### src/rtl/bit64_adder_reg_pkg.sv
// Shared constants for the execute-stage ALU add datapath.
// The default data width is exported so other ALU blocks size their operands consistently.
package bit64_adder_reg_pkg;

  localparam int DEFAULT_WIDTH = 64;

endpackage : bit64_adder_reg_pkg

### src/rtl/bit64_adder_reg_full_adder.sv
// One-bit full adder cell; chained by the top level to form the ripple-carry sum.
module full_adder (
  input  logic a,
  input  logic b,
  input  logic cin,
  output logic s,
  output logic cout
);

  // Plain gate equations so X on any input reaches both outputs.
  assign s    = a ^ b ^ cin;
  assign cout = (a & b) | (a & cin) | (b & cin);

endmodule : full_adder

### src/rtl/bit64_adder_reg.sv
// Registered two's-complement adder with signed-overflow flag (execute-stage ALU add path).
// Ripple-carry sum is formed combinationally and captured on the rising edge: one-cycle latency.
module bit64_adder_reg
  import bit64_adder_reg_pkg::*;
#(
  parameter int WIDTH = DEFAULT_WIDTH
) (
  input  logic                    clk,
  input  logic                    rst,
  input  logic signed [WIDTH-1:0] a,
  input  logic signed [WIDTH-1:0] b,
  output logic signed [WIDTH-1:0] sum,
  output logic                    overflow
);

  logic        [WIDTH:0]   carry_p0;
  logic signed [WIDTH-1:0] sum_p0;
  logic                    ovf_p0;
  logic signed [WIDTH-1:0] sum_p1;
  logic                    ovf_p1;

  // ---- stage p0: combinational ripple-carry chain ----
  assign carry_p0[0] = 1'b0;

  for (genvar i = 0; i < WIDTH; i++) begin : g_rca
    full_adder u_fa (
      .a    (a[i]),
      .b    (b[i]),
      .cin  (carry_p0[i]),
      .s    (sum_p0[i]),
      .cout (carry_p0[i+1])
    );
  end

  // Carry into the sign bit differing from carry out of it means the signed result wrapped.
  assign ovf_p0 = carry_p0[WIDTH-1] ^ carry_p0[WIDTH];

  // ---- stage p1: output register ----
  always_ff @(posedge clk or posedge rst) begin
    if (rst) begin
      sum_p1 <= '0;
      ovf_p1 <= 1'b0;
    end else begin
      sum_p1 <= sum_p0;
      ovf_p1 <= ovf_p0;
    end
  end

  assign sum      = sum_p1;
  assign overflow = ovf_p1;

endmodule : bit64_adder_reg

### config.mk
export PLATFORM = sky130hd
export DESIGN_NAME = bit64_adder_reg
export DESIGN_NICKNAME = d
export VERILOG_FILES = /design/src/rtl/bit64_adder_reg_pkg.sv /design/src/rtl/bit64_adder_reg_full_adder.sv /design/src/rtl/bit64_adder_reg.sv
export SDC_FILE = /design/constraint.sdc
export NUM_CORES = 1
export LEC_CHECK = 0
export BUFFER_PORTS_ARGS = -buffer_cell sky130_fd_sc_hd__buf_4
export CAP_MARGIN = 40
export CORE_UTILIZATION = 38
export CTS_CLUSTER_DIAMETER = 60
export DETAILED_ROUTE_END_ITERATION = 8
export GPL_ROUTABILITY_DRIVEN = 0
export PLACE_DENSITY_LB_ADDON = 0.12
export SYNTH_ARGS = -nofsm -noshare
export SYNTH_HDL_FRONTEND = slang
export SYNTH_SLANG_ARGS = --single-unit
### constraint.sdc
create_clock -name clk -period 4.7 [get_ports clk]
set_input_delay 0.47 -clock clk [delete_from_list [all_inputs] [get_ports clk]]
set_output_delay 0.47 -clock clk [all_outputs]
set_load 0.005 [all_outputs]
* Word-level counts from Yosys, hierarchy flattened
Index checks and enable logic that the tools add are counted.
** Storage, ports and cells
- Logic and storage cells :: 446
- Input port bits :: 130
- Output and inout bits :: 65
- Flip-flop bits (word level) :: 65
** Operators by class
- Bitwise operators :: 444
** Operator list (number)
- $and 1x1->1 :: 190
- $xor 1x1->1 :: 128
- $or 1x1->1 :: 126

* Depth between registers and ports, before layout
Gate-level depths: netlist of run 1.
- Word-level depth :: 191
- Depth in mapped cells :: 65
- Depth with buffers taken out :: 65

* Hierarchy
Synthesis of run 1 repeated with hierarchy kept, for this count alone.
** Unflattened totals
- Cell total of the unflattened synthesis :: 132
- Area, all modules :: 2924.1 µm²
** By module, submodules not included
- bit64_adder_reg :: area an instance 1642.8 µm², cells an instance 68, times used 1, seq. area each 1626.6 µm²
- full_adder :: area an instance 20.0 µm², cells an instance 1, times used 64, seq. area each 0.0 µm²

* Worst setup path before layout of run 1
No wires, ideal clock.
- Path type :: input to register
- Start :: input port a[0]
- End :: register ovf_p1, in the netlist overflow
- Data required time :: 4.576 ns
- Path slack :: -20.171 ns
- Stages on the path :: 65
- Path buffers :: 0
- Setup time :: 0.124 ns
- Data arrival time :: 24.747 ns
- Cell sequence :: ha_1 fa_1 fa_1 fa_1 fa_1 fa_1 fa_1 fa_1 fa_1 fa_1 fa_1 fa_1 fa_1 fa_1 fa_1 fa_1 fa_1 fa_1 (+29 left out) fa_1 fa_1 fa_1 fa_1 fa_1 fa_1 fa_1 fa_1 fa_1 fa_1 fa_1 fa_1 fa_1 fa_1 fa_1 fa_1 fa_1 xor2_1
** Between the ends
- Longest elaborated chain between the ends :: 191
- Elaborated cells between the ends (all ways) :: 254
- Those cells by class :: bitwise: 254
** RTL lines
- start: declaration :: line bit64_adder_reg.sv:10 : input logic signed [WIDTH-1:0] a,
- $and 1x1->1 (*) :: line bit64_adder_reg_full_adder.sv:12 : assign cout = (a & b) | (a & cin) | (b & cin);
- $and 1x1->1 :: line bit64_adder_reg_full_adder.sv:12
- $or 1x1->1 :: line bit64_adder_reg_full_adder.sv:12
- $or 1x1->1 (*) :: line bit64_adder_reg_full_adder.sv:12
- $and 1x1->1 :: line bit64_adder_reg_full_adder.sv:12
- $or 1x1->1 :: line bit64_adder_reg_full_adder.sv:12
- $or 1x1->1 (*) :: line bit64_adder_reg_full_adder.sv:12
- $and 1x1->1 :: line bit64_adder_reg_full_adder.sv:12
- (+175 left out)
- $or 1x1->1 (*) :: line bit64_adder_reg_full_adder.sv:12
- $and 1x1->1 :: line bit64_adder_reg_full_adder.sv:12
- $or 1x1->1 :: line bit64_adder_reg_full_adder.sv:12
- $or 1x1->1 (*) :: line bit64_adder_reg_full_adder.sv:12
- $and 1x1->1 :: line bit64_adder_reg_full_adder.sv:12
- $or 1x1->1 (2 in series) :: line bit64_adder_reg_full_adder.sv:12
- $xor 1x1->1 (*) :: line bit64_adder_reg.sv:36 : assign ovf_p0 = carry_p0[WIDTH-1] ^ carry_p0[WIDTH];
- net ovf_p0 :: line bit64_adder_reg.sv:18 : logic ovf_p0;
- end signal: assignment :: line bit64_adder_reg.sv:45 : ovf_p1 <= ovf_p0;
- end: declaration :: line bit64_adder_reg.sv:20 : logic ovf_p1;
The timed path passes the listed nets; every way through them passes the cells marked *.

* Worst setup path after layout of run 1
Same ends and word-level chain as after synthesis.

==> metrics.txt, run 1 <==
syn_nets 325; Tcrit/Tclk final 480%; io pins 195; clock sink count 65; Fillers 539; number of nets in the layout 532; status finished with violations; DP HPWL 5410 um; max_slew headroom 46.3%; TritonCTS clock tree yes; CP Max Fanout 2; count of input and output buffers 194; Chip Width 89.6 um; DRC Markers 0; CP max-delay cell fa_2; Die ar. 8020 um^2; pwr dens 312 nW/um^2; final instance area 4820 um^2; Clock Power Share 23.9%; Int Pwr 1.12 mW; transition time of the tightest slew-check pin 0.806 ns; FF+latch area 1630 um^2; initial antenna violation count 0; Critical path buffers and inverters 1; hold_buf cts 0; CP top delay family adder cells; Place WS -18.27 ns; largest net degree at the start of global routing 66; H-tree levels 3; setup ws final -17.84 ns; CTS Buf Count 9; die extent in y 89.6 um; Worst EP required 4.91 ns; final hold slack 0.367 ns; Net Sw Frac 25.3%; #FFs+latches synth 65; Routed WL 6340 um; critical path capture point type register; Worst path most repeated cell fa_2; CTS clock-pin slew for the worst setup and hold paths 0.06 ns; net switching power 380 uW; Flop pwr share 46.6%; ANT nets after route 0; area post-placement 4680 um^2; synthesized area per cell 22.2 um^2; Syn. warnings 0; DRT iter0 DRCs 31; GR Overflow Total 0; first-pass GRT wire length 9380 um; fmax 0.0444 GHz; wire per inst 14.5 um; Vias 1860; share of cells above drive strength 1 80.2%; Hold Vio Cnt, Final 0; # setup viols final 53; synthesis-to-layout area growth 65.6%; setup TNS -484.80 ns; Final min period 22.54 ns; clk buf depth 2; Leak 2.20 nW; Peak VDD IR 0.167 mV; initial core utilization 39.7%; Crit path largest cell delay 0.36 ns; FP Rows 31; vias in the first global route 1957; Max Cap Viol 0; Synth Instances 131; RSZ-0062 raised after global routing true; final-report max-slew violation count 0; logic gate share of total power 29.5%; sequential fraction of the synthesis area 55.8%; area of the multi-input gates 1450 um^2; GRT Overall Usage 16.7%; Post-Syn Area 2910 um^2; Ant. Diodes 0; hold crit path type in2async; total design power 1.50 mW; Core Area 7330 um^2; critical path class in2reg; vias per cell 4.25; synth unique cells 5; nature of the critical path startpoint primary input; root buffer cell clkbuf_8; Pre-Repair DR Iteration Count 4; failing checks setup timing; critical path arrival 22.75 ns
power groups by stage:
stage	sequential [mW]	clock, mW	combinational [mW]
final	0.701	0.359	0.443
after global routing	0.713	0.398	0.505
after CTS	0.703	0.375	0.459
after detailed placement	0.712	0	0.458
after global placement	0.707	0	0.445
after floorplan	0.726	0	0.105
worst max-delay path by stage:
stage / start / to / slack (ns) / cells after the start
after floorplan: a[0] / overflow / -17.60 / 65
after global placement: a[0] / overflow / -18.16 / 66
after detailed placement: a[0] / overflow / -18.27 / 66
after CTS: a[0] / overflow / -17.88 / 66
after global routing: a[0] / overflow / -18.38 / 66
final: a[0] / overflow / -17.84 / 66
sequential cells by signal, indices dropped and copies added (netlist names):
| register | cells |
|---|---|
| sum | 64 |
| overflow | 1 |
synth_stat cells:
library cell	number	area, um^2
dfrtp_1	65	1630
fa_1	63	1260
ha_1	1	12.5
inv_1	1	3.75
xor2_1	1	8.76
stage by stage:
stage	instances	util, %
6_report	438	65.8
5_1_grt	438	65.8
4_1_cts	438	65.8
3_5_place_dp	426	63.8
3_3_place_gp	426	63.8
2_1_floorplan	131	-
placed cells by master, fill, tap and decap left out:
cell,synthesis,layout
xor2_1,1,1
fa_2,0,63
ha_4,0,1
buf_6,0,2
clkbuf_1,0,1
dfrtp_1,65,65
clkinv_2,0,2
buf_4,0,194
inv_2,0,1
clkbuf_8,0,9
cells by family (layout without fill, tap and decap cells):
group | Yosys count | count (layout) | share of synthesized area [%]
xor gates and xnor gates | 1 | 1 | 0.301
DFF | 65 | 65 | 55.8
adders and majority gates | 64 | 64 | 43.7
buffers and inverters | 1 | 209 | 0.129
routing by layer:
layer	vias up	GRT usage (%)	part of all wire, %
li1	806	-	-
met1	941	17.9	33
met2	109	28.7	55
met3	4	8.31	11
met4	0	5.63	0.60
met5	-	0	0
final cells by class:
class / count / share of cell area (%)
clock buffer: 10 / 2.65
clock inverter: 2 / 0.208
inverter: 1 / 0.0778
multi-input combinational: 65 / 30.1
sequential: 65 / 33.7
tap: 99 / 2.57
timing repair buffer: 196 / 30.7
what timing repair did:
| action | in CTS | in global routing |
|---|---|---|
| gates resized for setup | 2 | 0 |
| pin swaps | 1 | 0 |
| buffers inserted | 0 | 0 |
| setup endpoints to repair | 53 | 53 |
Note: power is estimated with default switching activity, not from simulation.
==> inputs of run 2 (changes only) <==
SYNTH_HIERARCHICAL = 1   (was not set)
==> metrics.txt, run 2 <==
GRT Overall Usage 18.4%; pwr dens 331 nW/um^2; clk buf depth 2; Ant. Diodes 0; CP Max Fanout 2; setup TNS -499.13 ns; TritonCTS clock tree yes; synthesized area per cell 22.2 um^2; Finished Layout Cells 442; Routed WL 6620 um; Post-synth ARST share 100%; leading area contributor after synthesis dfrtp_1; largest net degree at the start of global routing 66; total design power 1.62 mW; Placed Instances 427; count of input and output buffers 194; sequential fraction of the synthesis area 55.6%; critical path startpoint a[0]; status finished with violations; Die ar. 8050 um^2; Hold Vio Cnt, Final 0; ANT nets after route 0; Pre-Repair DR Iteration Count 2; root buffer cell clkbuf_8; Critical path buffers and inverters 1; Synth Instances 132; initial antenna violation count 0; GR Overflow Total 0; critical path arrival 23.07 ns; initial core utilization 39.9%; hold crit path type in2async; Max Cap Viol 0; Vias 1884; final hold slack 0.383 ns; highest-count cells in the layout ignoring fill and taps buf_4 (195), dfrtp_1 (65), fa_2 (64); hold_buf cts 0; CTS Buf Count 9; Post-Syn Area 2920 um^2; FP Rows 31; DRT iter0 DRCs 11; H-tree levels 3; Chip Width 89.7 um; synth unique cells 5; Post-CTS Setup Bufs 0; share of cells above drive strength 1 79.9%; count leader, synth dfrtp_1; critical path capture point type register; io pins 195; Peak VDD IR 0.198 mV; max reg flops 64; nature of the critical path startpoint primary input; top cells by instance count after synthesis dfrtp_1 (65), fa_1 (64), conb_1 (1), inv_1 (1), xor2_1 (1); #FFs+latches synth 65; final-report max-slew violation count 0; max_slew headroom 48.0%; Worst path most repeated cell fa_2; CP max-delay cell fa_2; transition time of the tightest slew-check pin 0.780 ns; vias per cell 4.26; synth top area cells dfrtp_1 (56%), fa_1 (44%), xor2_1 (0.30%); Final min period 22.86 ns; setup ws final -18.16 ns; CP top delay family adder cells; vias in the first global route 2317; DRC Markers 0; Crit path largest cell delay 0.38 ns; DP HPWL 5680 um; first-pass GRT wire length 11100 um; number of nets in the layout 533; Synth Flop Type dfrtp_1; syn_nets 326; failing checks setup timing; synthesis-to-layout area growth 66.9%; critical path class in2reg; Leak 2.22 nW; Tcrit/Tclk final 486%; Syn. warnings 6; final core utilization 66.6%; fmax 0.0437 GHz; share of the synthesized area in the top cell type 55.6%; Core Area 7330 um^2; wire per inst 15.0 um; commonest non-fill, non-tap cell in the layout buf_4; die extent in y 89.7 um; number of synthesized flops with an enable pin 0; RSZ-0062 raised after global routing true; CTS clock-pin slew for the worst setup and hold paths 0.07 ns; # setup viols final 54; Worst EP required 4.91 ns; clock sink count 65
==> run 2: area by class of cell <==
class                   instances  area (um^2)
clock inverters                 2         37.5
fillers                       534         2450
multi-input cells              66         1450
inverters                       1         3.75
repair buffers                196         1480
well taps                      99          124
flip-flops and latches         65         1630
clock buffers                  13          159
==> run 2: per-stage QoR <==
stage	worst slack [ns]	area (um^2)
floorplan	-17.89	3080
global placement	-18.42	4680
detailed placement	-18.61	4680
CTS	-18.21	4880
global route	-18.71	4880
finish	-18.16	4880
==> run 2: worst paths after layout <==
check | endpoint | slack [ns] | cells after the start
worst max-delay path | overflow | -18.16 | 66
max in group asynchronous | sum[13] | 3.80 | 3
worst min-delay path | sum[15] | 0.38 | 3
min in group clk | sum[27] | 0.45 | 2
==> run 2: report_power, final <==
part           total, mW  internal [mW]  switching (mW)
Combinational      0.451          0.277           0.174
Sequential         0.703          0.671          0.0319
Clock              0.462          0.272           0.191
==> run 2: timing repair <==
| item | 4_1_cts | 5_1_grt |
|---|---|---|
| pin swaps | 2 | 0 |
| endpoints found under the setup margin | 54 | 54 |
| gates resized for setup | 1 | 0 |
==> run 2: cells by family (layout without fill, tap and decap cells) <==
group	count (synthesis)	after routing	share of synthesized area, %
buffers and inverters	1	212	0.128
xor gates and xnor gates	1	1	0.300
DFF	65	65	55.6
adders and majority gates	64	64	43.8
other	1	1	0.128
==> run 2: layer usage <==
metal / wire length [um] / vias to the layer above / GRT usage (%)
met5: 0 / - / 0
met4: 193 / 0 / 9.43
met3: 766 / 14 / 7.61
met2: 3610 / 122 / 32.0
met1: 2050 / 937 / 19.1
li1: - / 811 / -
==> inputs of run 3 (changes only) <==
CORE_UTILIZATION = 45   (was 38)
==> metrics.txt, run 3 (synthesized netlist as in run 2, its figures left out) <==
largest net degree at the start of global routing 66; CP max-delay cell fa_2; H-tree levels 3; Pre-Repair DR Iteration Count 4; TritonCTS clock tree yes; nature of the critical path startpoint primary input; commonest non-fill, non-tap cell in the layout buf_4; setup ws final -18.32 ns; CTS clock-pin slew for the worst setup and hold paths 0.07 ns; Int Pwr 1.17 mW; Final min period 23.02 ns; Post-CTS Setup Bufs 0; final hold slack 0.378 ns; die extent in y 82.6 um; RSZ-0062 raised after global routing true; setup TNS -503.50 ns; Ant. Diodes 0; DRT iter0 DRCs 18; wire per inst 16.4 um; synthesis-to-layout area growth 65.3%; final instance area 4830 um^2; transition time of the tightest slew-check pin 0.789 ns; Chip Width 82.6 um; vias per cell 4.48; Leak 2.22 nW; failing checks setup timing; hold crit path type in2async; Worst EP required 4.92 ns; clk buf depth 2; Core Area 6310 um^2; clock sink count 65; Vias 1885; Placed Instances 405; fmax 0.0434 GHz; Hold Vio Cnt, Final 0; ANT nets after route 0; Critical path buffers and inverters 1; root buffer cell clkbuf_8; first-pass GRT wire length 9940 um; area post-placement 4650 um^2; GRT Overall Usage 21.6%; final-report max-slew violation count 0; DP HPWL 5800 um; CP top delay family adder cells; critical path arrival 23.24 ns; Clock Power Share 26.6%; logic gate share of total power 29.0%; Fillers 411; Crit path largest cell delay 0.39 ns; CP Max Fanout 2; critical path capture point type register; FP Rows 29; final core utilization 76.6%; Net Sw Frac 25.9%; status finished with violations; Routed WL 6890 um; max reg flops 64; Place WS -18.70 ns; initial antenna violation count 0; CTS Buf Count 9; share of cells above drive strength 1 79.9%; net switching power 408 uW; total design power 1.58 mW; Tcrit/Tclk final 490%; Max Cap Viol 0; critical path class in2reg; DRC Markers 0; Finished Layout Cells 421; Die ar. 6820 um^2; Flop pwr share 44.5%; pwr dens 326 nW/um^2; number of nets in the layout 533; vias in the first global route 2141; max_slew headroom 47.4%; # setup viols final 54; count of input and output buffers 194; io pins 195; Peak VDD IR 0.219 mV; initial core utilization 46.3%; highest-count cells in the layout ignoring fill and taps buf_4 (194), dfrtp_1 (65), fa_2 (64); GR Overflow Total 0; Worst path most repeated cell fa_2
==> run 3: changes by cell type in the layout (fill, tap and decap cells not counted), sizes merged <==
cell	delta
clkinvlp	-1
clkinv	+3
bufinv	-1
==> run 3: routing by layer <==
metal / GRT usage (%) / part of all wire [%] / vias to the layer above
met2: 39.0 / 58 / 117
met5: 0 / 0 / -
met3: 8.90 / 13 / 15
met1: 20.6 / 27 / 940
li1: - / - / 813
met4: 12.2 / 2.4 / 0
==> run 3: layout make-up <==
type                       count  area [um^2]  share of cell area [%]
sequential                    65         1630                    33.7
timing repair buffer         196         1480                    30.6
multi-input combinational     66         1450                    30.1
clock buffer                  13          159                    3.29
tap                           77         96.3                    1.99
clock inverter                 3         15.0                   0.311
inverter                       1         3.75                  0.0777
==> run 3: worst min-delay path: stages <==
cell   delay, ns
buf_4       0.11
inv_2       0.03
buf_4       0.62
==> run 3: what timing repair did <==
item,4_1_cts,5_1_grt
pin swaps,1,2
endpoints found under the setup margin,54,54
gates resized for setup,1,1
hold buffers,0,0
==> run 3: power groups by stage <==
stage / registers (mW) / logic [mW] / clock network (mW)
floorplan: 0.728 / 0.106 / 0
global placement: 0.708 / 0.441 / 0
detailed placement: 0.713 / 0.466 / 0
CTS: 0.703 / 0.467 / 0.432
global route: 0.714 / 0.514 / 0.461
finish: 0.702 / 0.457 / 0.419
==> run 3: path summary, 6_finish.rpt <==
kind / end / cells past startpoint / startpoint
setup / recovery: overflow / 66 / a[0]
hold / removal: sum[36] / 3 / rst
max in group asynchronous: sum[49] / 3 / rst
min in group clk: sum[62] / 2 / b[62]
